`config.mk`:
```
export PLATFORM = sky130hd
export DESIGN_NAME = btn_step_counter
export DESIGN_NICKNAME = d
export VERILOG_FILES = /design/src/rtl/btn_step_counter.sv
export SDC_FILE = /design/constraint.sdc
export NUM_CORES = 1
export LEC_CHECK = 0
export ABC_AREA = 1
export BUFFER_PORTS_ARGS = -buffer_cell sky130_fd_sc_hd__buf_2
export CAP_MARGIN = 15
export CORE_MARGIN = 1
export CORE_UTILIZATION = 55
export CTS_CLUSTER_DIAMETER = 80
export DETAILED_ROUTE_END_ITERATION = 7
export PLACE_DENSITY = 0.72
export SLEW_MARGIN = 20
export SYNTH_ARGS = -nofsm -noshare
export SYNTH_HDL_FRONTEND = slang
export SYNTH_SLANG_ARGS = --single-unit
```
`constraint.sdc`:
```
create_clock -name clk -period 5.9 [get_ports clk]
set_clock_uncertainty 0.05 [all_clocks]
set_input_delay 1.18 -clock clk [delete_from_list [all_inputs] [get_ports clk]]
set_output_delay 1.18 -clock clk [all_outputs]
set_load 0.005 [all_outputs]
```
`src/rtl/btn_step_counter.sv`:
```
// Debounced, auto-repeating up/down counter fed by three raw push-buttons (inc, dec, clr).
// Each button: 2-flop synchroniser -> debouncer -> press edge; inc/dec add a repeat FSM.
module btn_step_counter #(
  parameter int unsigned N               = 16,
  parameter int unsigned MAX             = 2**N-1,
  parameter bit          SATURATE        = 1'b0,
  parameter int unsigned DEBOUNCE_CYCLES = 100000,
  parameter bit          REPEAT_EN       = 1'b1,
  parameter int unsigned REPEAT_DELAY    = 5000000,
  parameter int unsigned REPEAT_RATE     = 1000000
) (
  input  logic         clk,
  input  logic         rst_n,
  input  logic         btn_inc,
  input  logic         btn_dec,
  input  logic         btn_clr,
  output logic [N-1:0] count,
  output logic         at_max,
  output logic         at_min,
  output logic         step
);

  localparam int unsigned DcW   = $clog2(DEBOUNCE_CYCLES + 1);
  localparam int unsigned TmMax = (REPEAT_DELAY > REPEAT_RATE) ? REPEAT_DELAY : REPEAT_RATE;
  localparam int unsigned TmW   = $clog2(TmMax + 1);

  localparam logic [N-1:0]   MaxVal    = N'(MAX);
  localparam logic [DcW-1:0] DcLast    = DcW'(DEBOUNCE_CYCLES - 1);
  localparam logic [TmW-1:0] DelayLast = TmW'(REPEAT_DELAY - 1);
  localparam logic [TmW-1:0] RateLast  = TmW'(REPEAT_RATE - 1);

  typedef enum logic [1:0] {StIdle, StDelay, StRepeat} state_e;

  // Bit order for all per-button vectors: [0]=inc, [1]=dec, [2]=clr.
  logic [2:0] raw;
  logic [2:0] sync1_q, sync2_q;
  logic [2:0] db_q, db_d, db_prev_q;
  logic [2:0] press;
  logic [DcW-1:0] dc_q [3];
  logic [DcW-1:0] dc_d [3];

  state_e         state_q [2];
  state_e         state_d [2];
  logic [TmW-1:0] timer_q [2];
  logic [TmW-1:0] timer_d [2];
  logic [1:0]     req;

  logic [N-1:0] count_q, count_d;
  logic         step_q, at_max_q, at_min_q;

  assign raw   = {btn_clr, btn_dec, btn_inc};
  assign press = db_q & ~db_prev_q;

  always_comb begin
    db_d = db_q;
    for (int i = 0; i < 3; i++) begin
      dc_d[i] = '0;
      if (sync2_q[i] != db_q[i]) begin
        if (dc_q[i] == DcLast) begin
          db_d[i] = sync2_q[i];
        end else begin
          dc_d[i] = dc_q[i] + 1'b1;
        end
      end
    end
  end

  always_ff @(posedge clk or negedge rst_n) begin
    if (!rst_n) begin
      sync1_q   <= '0;
      sync2_q   <= '0;
      db_q      <= '0;
      db_prev_q <= '0;
      for (int i = 0; i < 3; i++) dc_q[i] <= '0;
    end else begin
      sync1_q   <= raw;
      sync2_q   <= sync1_q;
      db_q      <= db_d;
      db_prev_q <= db_q;
      for (int i = 0; i < 3; i++) dc_q[i] <= dc_d[i];
    end
  end

  // Repeat FSMs for inc and dec; a released button drops straight back to idle.
  always_comb begin
    req = '0;
    for (int i = 0; i < 2; i++) begin
      state_d[i] = state_q[i];
      timer_d[i] = '0;
      if (!db_q[i]) begin
        state_d[i] = StIdle;
      end else begin
        unique case (state_q[i])
          StIdle: begin
            if (press[i]) begin
              req[i] = 1'b1;
              if (REPEAT_EN) state_d[i] = StDelay;
            end
          end
          StDelay: begin
            if (timer_q[i] == DelayLast) begin
              req[i]     = 1'b1;
              state_d[i] = StRepeat;
            end else begin
              timer_d[i] = timer_q[i] + 1'b1;
            end
          end
          StRepeat: begin
            if (timer_q[i] == RateLast) begin
              req[i] = 1'b1;
            end else begin
              timer_d[i] = timer_q[i] + 1'b1;
            end
          end
          default: state_d[i] = StIdle;
        endcase
      end
    end
  end

  always_ff @(posedge clk or negedge rst_n) begin
    if (!rst_n) begin
      for (int i = 0; i < 2; i++) begin
        state_q[i] <= StIdle;
        timer_q[i] <= '0;
      end
    end else begin
      for (int i = 0; i < 2; i++) begin
        state_q[i] <= state_d[i];
        timer_q[i] <= timer_d[i];
      end
    end
  end

  // clr wins; simultaneous inc and dec cancel out.
  always_comb begin
    count_d = count_q;
    if (press[2]) begin
      count_d = '0;
    end else if (req[0] && !req[1]) begin
      if (count_q == MaxVal) count_d = SATURATE ? MaxVal : '0;
      else                   count_d = count_q + 1'b1;
    end else if (req[1] && !req[0]) begin
      if (count_q == '0) count_d = SATURATE ? '0 : MaxVal;
      else               count_d = count_q - 1'b1;
    end
  end

  always_ff @(posedge clk or negedge rst_n) begin
    if (!rst_n) begin
      count_q  <= '0;
      step_q   <= 1'b0;
      at_max_q <= 1'b0;
      at_min_q <= 1'b1;
    end else begin
      count_q  <= count_d;
      step_q   <= (count_d != count_q);
      at_max_q <= (count_d == MaxVal);
      at_min_q <= (count_d == '0);
    end
  end

  assign count  = count_q;
  assign step   = step_q;
  assign at_max = at_max_q;
  assign at_min = at_min_q;

endmodule
```
==> results.sh, run 1 <==
export IMPL_synthCells=1099
export IMPL_synth_distinct_cells=47
export IMPL_synthFlopType="dfrtp_1"
export IMPL_hold_ws_ns=0.2976
export IMPL_fin_crit_sh_pct=47.01
export IMPL_instances_no_fill=1316
export IMPL_required_ns=6.15
export IMPL_hold_viol_final=0
export IMPL_cts_setup_buffers=0
export IMPL_cp_cell_sequence="ha_1, nand3_1, nor2_2, nand4_2, nand3b_2, nand3_1, nand2_1, nand2_1, inv_1, nand3_1, nand2_1, nor2_1, nand2_1, nor2_1, nand2_1"
export IMPL_postRouteAntennaNets=0
export IMPL_seq_area_sq_um=3304
export IMPL_synth_top_family_by_area="simple AND/OR/NAND/NOR gates"
export IMPL_cp_top_family="simple AND/OR/NAND/NOR gates"
export IMPL_arrival_ns=3.02
export IMPL_die_h_um=123.1
export IMPL_dpl_instance_area_sq_um=8302
export IMPL_start_util_pct=57.17
export IMPL_r2r_end="step$_DFF_PN0_"
export IMPL_num_vias=6824
export IMPL_irDropWorstVdd_v=0.0002461
export IMPL_syn_nets=1122
export IMPL_grt_pass1_vias=6330
export IMPL_cp_num_cells=15
export IMPL_cts_hold_buf=0
export IMPL_cts_tree="built"
export IMPL_ys_seq_area_share_pct=41.00
export IMPL_drc_errors=0
export IMPL_clockBufferDepth=2
export IMPL_cts_buffers_inserted=17
export IMPL_p_leak_uw=0.004267
export IMPL_crit_type="flop to flop"
export IMPL_overflow=0
export IMPL_dp_cells=1284
export IMPL_syn2layout_area_growth_pct=10.59
export IMPL_root_buffer="clkbuf_16"
export IMPL_synth_edf_count=0
export IMPL_clock_fmax_ghz=0.3606
export IMPL_path_clk_slew_ns=0.06
export IMPL_setup_worst_path_start="count[1]$_DFF_PN0_"
export IMPL_synthSimpleGateAreaFrac_pct=37.03
export IMPL_place_congestion=0.9191
export IMPL_ys_async_sr_fraction_pct=100.0
export IMPL_worstHoldPathType="flop to flop"
export IMPL_multi_input_area_sq_um=4060
export IMPL_totalNegativeSetupSlack_ns=0
export IMPL_reg2reg_slack_ns=3.13
export IMPL_hpwl_um=12060
export IMPL_finalInstanceArea_sq_um=8912
export IMPL_die_area_sq_um=15140
export IMPL_power_density_nw_per_um2=228.7
export IMPL_ys_ff_latch=132
export IMPL_clkSinkCount=132
export IMPL_port_buffer_count=23
export IMPL_fin_crit_ns=2.773
export IMPL_muxShareOfSynthArea_pct=0.1397
export IMPL_cts_resized=0
export IMPL_antenna_cells=0
export IMPL_setup_viol=0
export IMPL_grt_pass1_wl_um=29530
export IMPL_htreeDepth=4
export IMPL_cp_buffers_inverters=1
export IMPL_antenna_found_initial=0
export IMPL_p_total_uw=2038
export IMPL_drt_total_wl_um=17250
export IMPL_grt_max_degree=102
export IMPL_grtUsageTotal_pct=24.95
export IMPL_placementRows=43
export IMPL_max_slew_margin_pct=38.25
export IMPL_cp_slowest_cell="dfrtp_1"
export IMPL_ios=24
export IMPL_core_area_sq_um=14100
export IMPL_synth_xor_xnor_area_share_pct=5.434
export IMPL_rsz0062_at_grt="no"
export IMPL_end_kind="flop"
export IMPL_cap_violations=0
export IMPL_worst_slew_pin_slew_ns=0.9237
export IMPL_ff2ff_path_depth=15
export IMPL_cp_start_kind="flop"
export IMPL_holdPathStages=0
export IMPL_synth_adder_area_share_pct=2.795
export IMPL_wl_per_cell_um=13.10
export IMPL_drive_above_1_share_pct=11.18
export IMPL_crit_end="step$_DFF_PN0_"
export IMPL_path_max_fanout=9
export IMPL_syn_avg_cell_area_sq_um=7.333
export IMPL_synth_compound_area_share_pct=4.984
export IMPL_avgViaCountPerCell=5.185
export IMPL_ys_warn_count=0
export IMPL_drtPass1Iterations=5
export IMPL_fill_cells=1230
export IMPL_nets=1146
export IMPL_crit_path_max_incr_delay_ns=0.45
export IMPL_r2r_start="count[1]$_DFF_PN0_"
export IMPL_netlist_area_sq_um=8059
export IMPL_cp_common_cell="nand2_1"
export IMPL_die_w_um=123.1
export IMPL_status="finished, final reports clean"
export IMPL_clk_latency_ns=0.41
export IMPL_drt_initial_drc_count=526
export IMPL_finalMaxSlewViolations=0
## stage by stage
stage / util, % / setup WS (ns)
5_1_grt: 63.23 / 2.964
2_1_floorplan: - / 3.712
3_3_place_gp: 58.89 / 3.251
4_1_cts: 63.23 / 3.235
3_5_place_dp: 58.89 / 3.251
6_report: 63.23 / 3.127
## layout make-up
type	instances	area share, %
repair buffers	25	1.530
flip-flops and latches	132	37.08
inverters	152	6.458
well taps	180	2.527
clock buffers	21	5.166
multi-input cells	795	45.56
clock inverters	11	1.685
## worst min path at each step
stage,start,endpoint
finish,sync1_q[0]$_DFF_PN0_,sync2_q[0]$_DFF_PN0_
global route,sync1_q[0]$_DFF_PN0_,sync2_q[0]$_DFF_PN0_
global placement,sync1_q[0]$_DFF_PN0_,sync2_q[0]$_DFF_PN0_
floorplan,sync1_q[0]$_DFF_PN0_,sync2_q[0]$_DFF_PN0_
CTS,sync1_q[0]$_DFF_PN0_,sync2_q[0]$_DFF_PN0_
detailed placement,sync1_q[0]$_DFF_PN0_,sync2_q[0]$_DFF_PN0_
## registers in the layout, indices dropped and copies added, names as in the netlist
register / flops
at_max: 1
at_min: 1
count: 16
db_prev_q: 3
db_q: 3
dc_q: 51
state_q: 4
step: 1
sync1_q: 3
sync2_q: 3
timer_q: 46
## power by group
part	leakage (uW)	switching (uW)	total [uW]	internal (uW)
Combinational	0.00215	28.6	36.5	7.96
Sequential	0.00182	4.20	917	913
Clock	0.000299	394	1080	690
## per-layer routing
layer | global-route usage [%] | vias to the layer above | wire [um]
met5 | 0 | - | 0
met4 | 7.304 | 0 | 276
met3 | 5.443 | 23 | 819
met2 | 40.38 | 147 | 8092
met1 | 33.65 | 3099 | 8057
li1 | - | 3555 | -
## synthesized netlist by cell type, types with 2 or more instances
library cell | n | area (sq um)
ha_1 | 18 | 225.2
nand3b_1 | 6 | 45.04
buf_6 | 3 | 33.78
inv_1 | 133 | 499.2
nor3_1 | 43 | 215.2
xor2_1 | 36 | 315.3
inv_2 | 17 | 63.81
nor4_1 | 11 | 68.82
or2_2 | 3 | 18.77
o21ai_0 | 24 | 120.1
nand2_1 | 246 | 923.4
o22ai_1 | 3 | 18.77
o21a_1 | 5 | 37.54
a21oi_1 | 29 | 145.1
nand3_2 | 5 | 50.05
nand2_4 | 2 | 22.52
nor2_1 | 182 | 683.2
nor3_2 | 6 | 60.06
dfrtp_1 | 131 | 3278
nand4_1 | 22 | 137.6
nand3_1 | 81 | 405.4
nor4_2 | 2 | 25.02
nor2_2 | 9 | 56.30
a31oi_1 | 3 | 18.77
buf_4 | 3 | 22.52
and2_1 | 2 | 12.51
clkbuf_1 | 6 | 22.52
xnor2_1 | 14 | 122.6
a211oi_1 | 4 | 30.03
buf_2 | 8 | 40.04
nor3b_1 | 7 | 52.55
nand2_2 | 20 | 125.1
## kinds of logic (layout without fill, tap and decap cells)
family / count (synthesis) / count (layout)
AO/OA/AOI/OAI: 72 / 72
AND/OR/NAND/NOR: 654 / 654
XOR/XNOR: 50 / 50
multiplexers: 1 / 1
adder cells (fa/ha/maj): 18 / 18
buffers and inverters: 172 / 209
flip-flops: 132 / 132
## placed cells by master, fill, tap and decap left out, drive strengths merged, types with 13 or more instances in the layout
cell,n
clkbuf,21
nand2,268
nor3,50
nand3,86
o21ai,25
buf,25
nor2,192
nor4,13
xnor2,14
a21oi,29
ha,18
xor2,36
inv,152
dfrtp,131
nand4,23
## worst register-to-register path, cell delays in order (launching register included)
cell and delay (ns):
dfrtp_1 0.45, ha_1 0.22, nand3_1 0.14, nor2_2 0.16, nand4_2 0.16, nand3b_2 0.44
nand3_1 0.18, nand2_1 0.06, nand2_1 0.06, inv_1 0.08, nand3_1 0.08, nand2_1 0.06
nor2_1 0.12, nand2_1 0.10, nor2_1 0.20, nand2_1 0.08
(Power assumes the default switching activity.)
==> run 2, diff against run 1 <==
- clock period: 5.9 -> 2.8 ns (I/O delays scaled with it)
==> results.sh, run 2 (same netlist as run 1, synthesis figures left out) <==
export IMPL_cts_setup_buffers=0
export IMPL_fin_crit_sh_pct=92.73
export IMPL_drt_initial_drc_count=485
export IMPL_finalMaxSlewViolations=0
export IMPL_ios=24
export IMPL_reg2reg_slack_ns=0.20
export IMPL_post_route_util_pct=64.28
export IMPL_grt_pass1_vias=6590
export IMPL_status="finished, final reports clean"
export IMPL_die_area_sq_um=15140
export IMPL_hold_viol_final=0
export IMPL_required_ns=3.10
export IMPL_core_area_sq_um=14100
export IMPL_htreeDepth=4
export IMPL_clock_fmax_ghz=0.3852
export IMPL_rsz0062_at_grt="yes"
export IMPL_max_slew_margin_pct=60.48
export IMPL_setup_worst_path_start="timer_q[23]$_DFF_PN0_"
export IMPL_power_density_nw_per_um2=486.5
export IMPL_final_common_cell="nand2_1"
export IMPL_hold_ws_ns=0.02777
export IMPL_irDropWorstVdd_v=0.0004860
export IMPL_die_w_um=123.1
export IMPL_cts_resized=0
export IMPL_end_kind="flop"
export IMPL_met1_usage_pct=32.29
export IMPL_die_h_um=123.1
export IMPL_place_congestion=0.9233
export IMPL_path_clk_slew_ns=0.06
export IMPL_drt_total_wl_um=17410
export IMPL_drc_errors=0
export IMPL_postRouteAntennaNets=0
export IMPL_final_cell_mix="nand2_1 (246), nor2_1 (181), inv_1 (133)"
export IMPL_wl_per_cell_um=13.10
export IMPL_grt_pass1_wl_um=29930
export IMPL_root_buffer="clkbuf_16"
export IMPL_drive_above_1_share_pct=12.71
export IMPL_cp_start_kind="flop"
export IMPL_met2_usage_pct=41.71
export IMPL_hpwl_um=12510
export IMPL_clk_latency_ns=0.42
export IMPL_use_met3_pct=5.535
export IMPL_clockBufferDepth=2
export IMPL_path_max_fanout=14
export IMPL_num_vias=6949
export IMPL_grtUsageTotal_pct=25.29
export IMPL_cts_hold_buf=0
export IMPL_p_leak_uw=0.004344
export IMPL_busiest_layer="met2"
export IMPL_cts_tree="built"
export IMPL_overflow=0
export IMPL_grt_max_degree=50
export IMPL_nets=1161
export IMPL_fin_crit_ns=2.596
export IMPL_antenna_found_initial=0
export IMPL_syn2layout_area_growth_pct=12.44
export IMPL_placementRows=43
export IMPL_r2r_start="timer_q[23]$_DFF_PN0_"
export IMPL_antenna_cells=0
export IMPL_cap_violations=0
export IMPL_p_total_uw=4408
export IMPL_arrival_ns=2.90
export IMPL_setup_viol=0
export IMPL_worstHoldPathType="input pin to asynchronous set/reset pin"
export IMPL_worst_slew_pin_slew_ns=0.5892
export IMPL_cts_buffers_inserted=17
export IMPL_port_buffer_count=23
export IMPL_clkSinkCount=132
export IMPL_avgViaCountPerCell=5.229
export IMPL_largest_register_ffs=51
export IMPL_drtPass1Iterations=7
export IMPL_crit_type="flop to flop"
export IMPL_regMostFlops="dc_q"
export IMPL_start_util_pct=57.17
-- run 2: changes by cell type in the layout (fill, tap and decap cells not counted), moves of 2 or more --
cell / before / now
buf_4: 2 / 16
clkbuf_1: 2 / 0
clkinv_2: 3 / 1
dfrtp_1: 131 / 128
dfrtp_2: 0 / 3
-- run 2: cell type report --
cell class | count | area, sq um
repair buffers | 40 | 261.5
well taps | 180 | 225.2
flip-flops and latches | 132 | 3308
inverters | 152 | 575.6
clock inverters | 11 | 175.2
multi-input cells | 795 | 4063
clock buffers | 19 | 452.9
fillers | 1238 | 5035
-- run 2: routing by layer --
metal | share of wire [%] | routed length (um)
met4 | 2.7 | 473
met1 | 46 | 8037
met2 | 47 | 8122
met5 | 0 | 0
met3 | 4.5 | 776
-- run 2: report_power, final --
part / leakage, uW / switching, uW / internal, uW
sequential: 0.00181 / 9.51 / 1920
clock: 0.000302 / 859 / 1530
combinational: 0.00223 / 61.6 / 21.7
-- run 2: worst paths after layout --
path                                         to  cells past startpoint
max                            at_min$_DFF_PN1_                     16
min                        timer_q[9]$_DFF_PN0_                      1
max reg2reg                    at_min$_DFF_PN1_                     16
min reg2reg                sync2_q[2]$_DFF_PN0_                      0
max in group asynchronous      at_min$_DFF_PN1_                      2
min in group clk           sync1_q[0]$_DFF_PN0_                      1
-- run 2: stage by stage --
stage / std cells / setup slack [ns] / instance area, sq um / setup TNS [ns]
after CTS: 1329 / 0.2139 / 9055 / 0
after detailed placement: 1299 / 0.2339 / 8427 / 0
final: 1329 / 0.2036 / 9061 / 0
after floorplan: 1099 / 0.6116 / 8059 / 0
after global routing: 1329 / -0.02594 / 9061 / -0.06038
after global placement: 1299 / 0.2722 / 8427 / 0
-- run 2: critical path, cell delays in order, from the launching register on --
cell and delay [ns]:
dfrtp_1 0.40, ha_1 0.24, nand3_2 0.12, nor2_2 0.07, nand4_1 0.11, nand3_2 0.10, nand2_4 0.20, inv_2 0.07
nor2_1 0.32, nand2_1 0.10, nand2_1 0.09, nand2_1 0.08, nand2_2 0.12, inv_1 0.07, nor3_2 0.17, nand2_1 0.11
nor2_1 0.11
==> run 3, diff against run 2 <==
==> constraint.sdc (replaced) <==
create_clock -name clk -period 2.8 [get_ports clk]
set_clock_uncertainty 0.05 [all_clocks]
set_input_delay 0.42 -clock clk [delete_from_list [all_inputs] [get_ports clk]]
set_output_delay 0.42 -clock clk [all_outputs]
set_load 0.005 [all_outputs]
==> results.sh, run 3 (same netlist as run 1, synthesis figures left out) <==
export IMPL_grt_pass1_wl_um=29840
export IMPL_dpl_instance_area_sq_um=8414
export IMPL_setup_viol=0
export IMPL_setup_worst_path_start="count[8]$_DFF_PN0_"
export IMPL_root_buffer="clkbuf_16"
export IMPL_dpl_worst_slack_ns=0.2473
export IMPL_start_util_pct=57.17
export IMPL_antenna_found_initial=0
export IMPL_fin_crit_sh_pct=92.31
export IMPL_power_density_nw_per_um2=450.0
export IMPL_syn2layout_area_growth_pct=11.72
export IMPL_arrival_ns=2.84
export IMPL_port_buffer_count=23
export IMPL_placementRows=43
export IMPL_r2r_start="count[8]$_DFF_PN0_"
export IMPL_finalMaxSlewViolations=0
export IMPL_grt_max_degree=66
export IMPL_antenna_cells=0
export IMPL_postRouteAntennaNets=0
export IMPL_final_cell_mix="nand2_1 (246), nor2_1 (181), inv_1 (133)"
export IMPL_path_clk_slew_ns=0.06
export IMPL_hold_viol_final=0
export IMPL_ios=24
export IMPL_fin_ws_ns=0.2153
export IMPL_cp_common_cell="nand2_1"
export IMPL_avgViaCountPerCell=5.265
export IMPL_totalNegativeSetupSlack_ns=0
export IMPL_grt_pass1_vias=6603
export IMPL_worstHoldPathType="input pin to flop"
export IMPL_irDropWorstVdd_v=0.0005258
export IMPL_die_h_um=123.1
export IMPL_fin_crit_ns=2.585
export IMPL_drt_total_wl_um=17560
export IMPL_clk_latency_ns=0.42
export IMPL_drtPass1Iterations=5
export IMPL_crit_type="flop to flop"
export IMPL_end_kind="flop"
export IMPL_nets=1164
export IMPL_post_route_util_pct=63.87
export IMPL_status="finished, final reports clean"
export IMPL_largest_register_ffs=51
export IMPL_path_max_fanout=13
export IMPL_drt_initial_drc_count=373
export IMPL_finalInstanceArea_sq_um=9004
export IMPL_clock_fmax_ghz=0.3869
export IMPL_cp_cell_sequence="nor2_1, nand2_1, nor4_1, nand2_1, inv_4, nor2_1, nand3_1, nand3_1, nand2_1, nand2_2, nand2_1, nand2_1, nor2_1, nand2_1, nor2_1, nand2_1"
export IMPL_overflow=0
export IMPL_cap_violations=0
export IMPL_cp_top_family="simple AND/OR/NAND/NOR gates"
export IMPL_max_slew_margin_pct=58.86
export IMPL_die_area_sq_um=15140
export IMPL_rsz0062_at_grt="no"
export IMPL_cp_buffers_inverters=1
export IMPL_htreeDepth=4
export IMPL_core_area_sq_um=14100
export IMPL_grtUsageTotal_pct=25.33
export IMPL_cts_tree="built"
export IMPL_cts_buffers_inserted=17
export IMPL_drive_above_1_share_pct=12.74
export IMPL_num_vias=7023
export IMPL_clkSinkCount=132
export IMPL_crit_path_max_incr_delay_ns=0.37
export IMPL_clockBufferDepth=2
export IMPL_final_common_cell="nand2_1"
export IMPL_p_leak_uw=0.004312
export IMPL_cp_start_kind="flop"
export IMPL_hp_start="btn_dec"
export IMPL_cp_slowest_cell="dfrtp_1"
export IMPL_wl_per_cell_um=13.16
export IMPL_required_ns=3.06
export IMPL_drc_errors=0
export IMPL_die_w_um=123.1
export IMPL_reg2reg_slack_ns=0.22
export IMPL_hpwl_um=12630
export IMPL_worst_slew_pin_slew_ns=0.6134
export IMPL_regMostFlops="dc_q"
export IMPL_place_congestion=0.9140
==> run 3: final cells by class <==
class,instances,area (sq um)
Clock buffer,18,429.2
Clock inverter,14,103.9
Fill cell,1283,5092
Inverter,152,580.6
Multi-Input combinational cell,795,4073
Sequential cell,132,3306
Tap cell,180,225.2
Timing Repair Buffer,43,286.5
==> run 3: power breakdown <==
part	switching [uW]	total [uW]	internal (uW)
Clock	898	2040	1140
Sequential	9.63	1930	1920
Combinational	61.9	83.2	21.3
Total	969	4050	3080
==> run 3: what timing repair did <==
action                                 CTS  global route
resized for setup                        0             6
buffers inserted                         0             2
setup endpoints to repair                0             2
hold buffers                             1             0
endpoints found under the hold margin   61             0
==> run 3: routing by layer <==
metal | vias to the layer above | GRT usage [%] | part of all wire (%)
met1 | 3242 | 32.26 | 45
met4 | 0 | 9.337 | 1.6
met5 | - | 0 | 0
li1 | 3590 | - | -
met2 | 167 | 42.56 | 49
met3 | 24 | 5.212 | 4.4
==> run 3: path summary, 6_finish.rpt <==
| path | end | cells after the start |
|---|---|---|
| setup / recovery | step$_DFF_PN0_ | 16 |
| hold / removal | sync1_q[1]$_DFF_PN0_ | 1 |
| setup reg to reg | step$_DFF_PN0_ | 16 |
| hold reg to reg | sync2_q[2]$_DFF_PN0_ | 0 |
| max in group asynchronous | dc_q[37]$_DFF_PN0_ | 3 |
| min in group asynchronous | count[15]$_DFF_PN0_ | 2 |
==> run 3: metrics by stage <==
| step | hold slack, ns | cells | total power (uW) |
|---|---|---|---|
| CTS | 0.03288 | 1332 | 4096 |
| finish | 0.04828 | 1334 | 4051 |
| floorplan | 0.07441 | 1099 | 1993 |
| global route | 0.02920 | 1334 | 4193 |
| detailed placement | 0.2887 | 1299 | 2052 |
| global placement | 0.2841 | 1299 | 2050 |
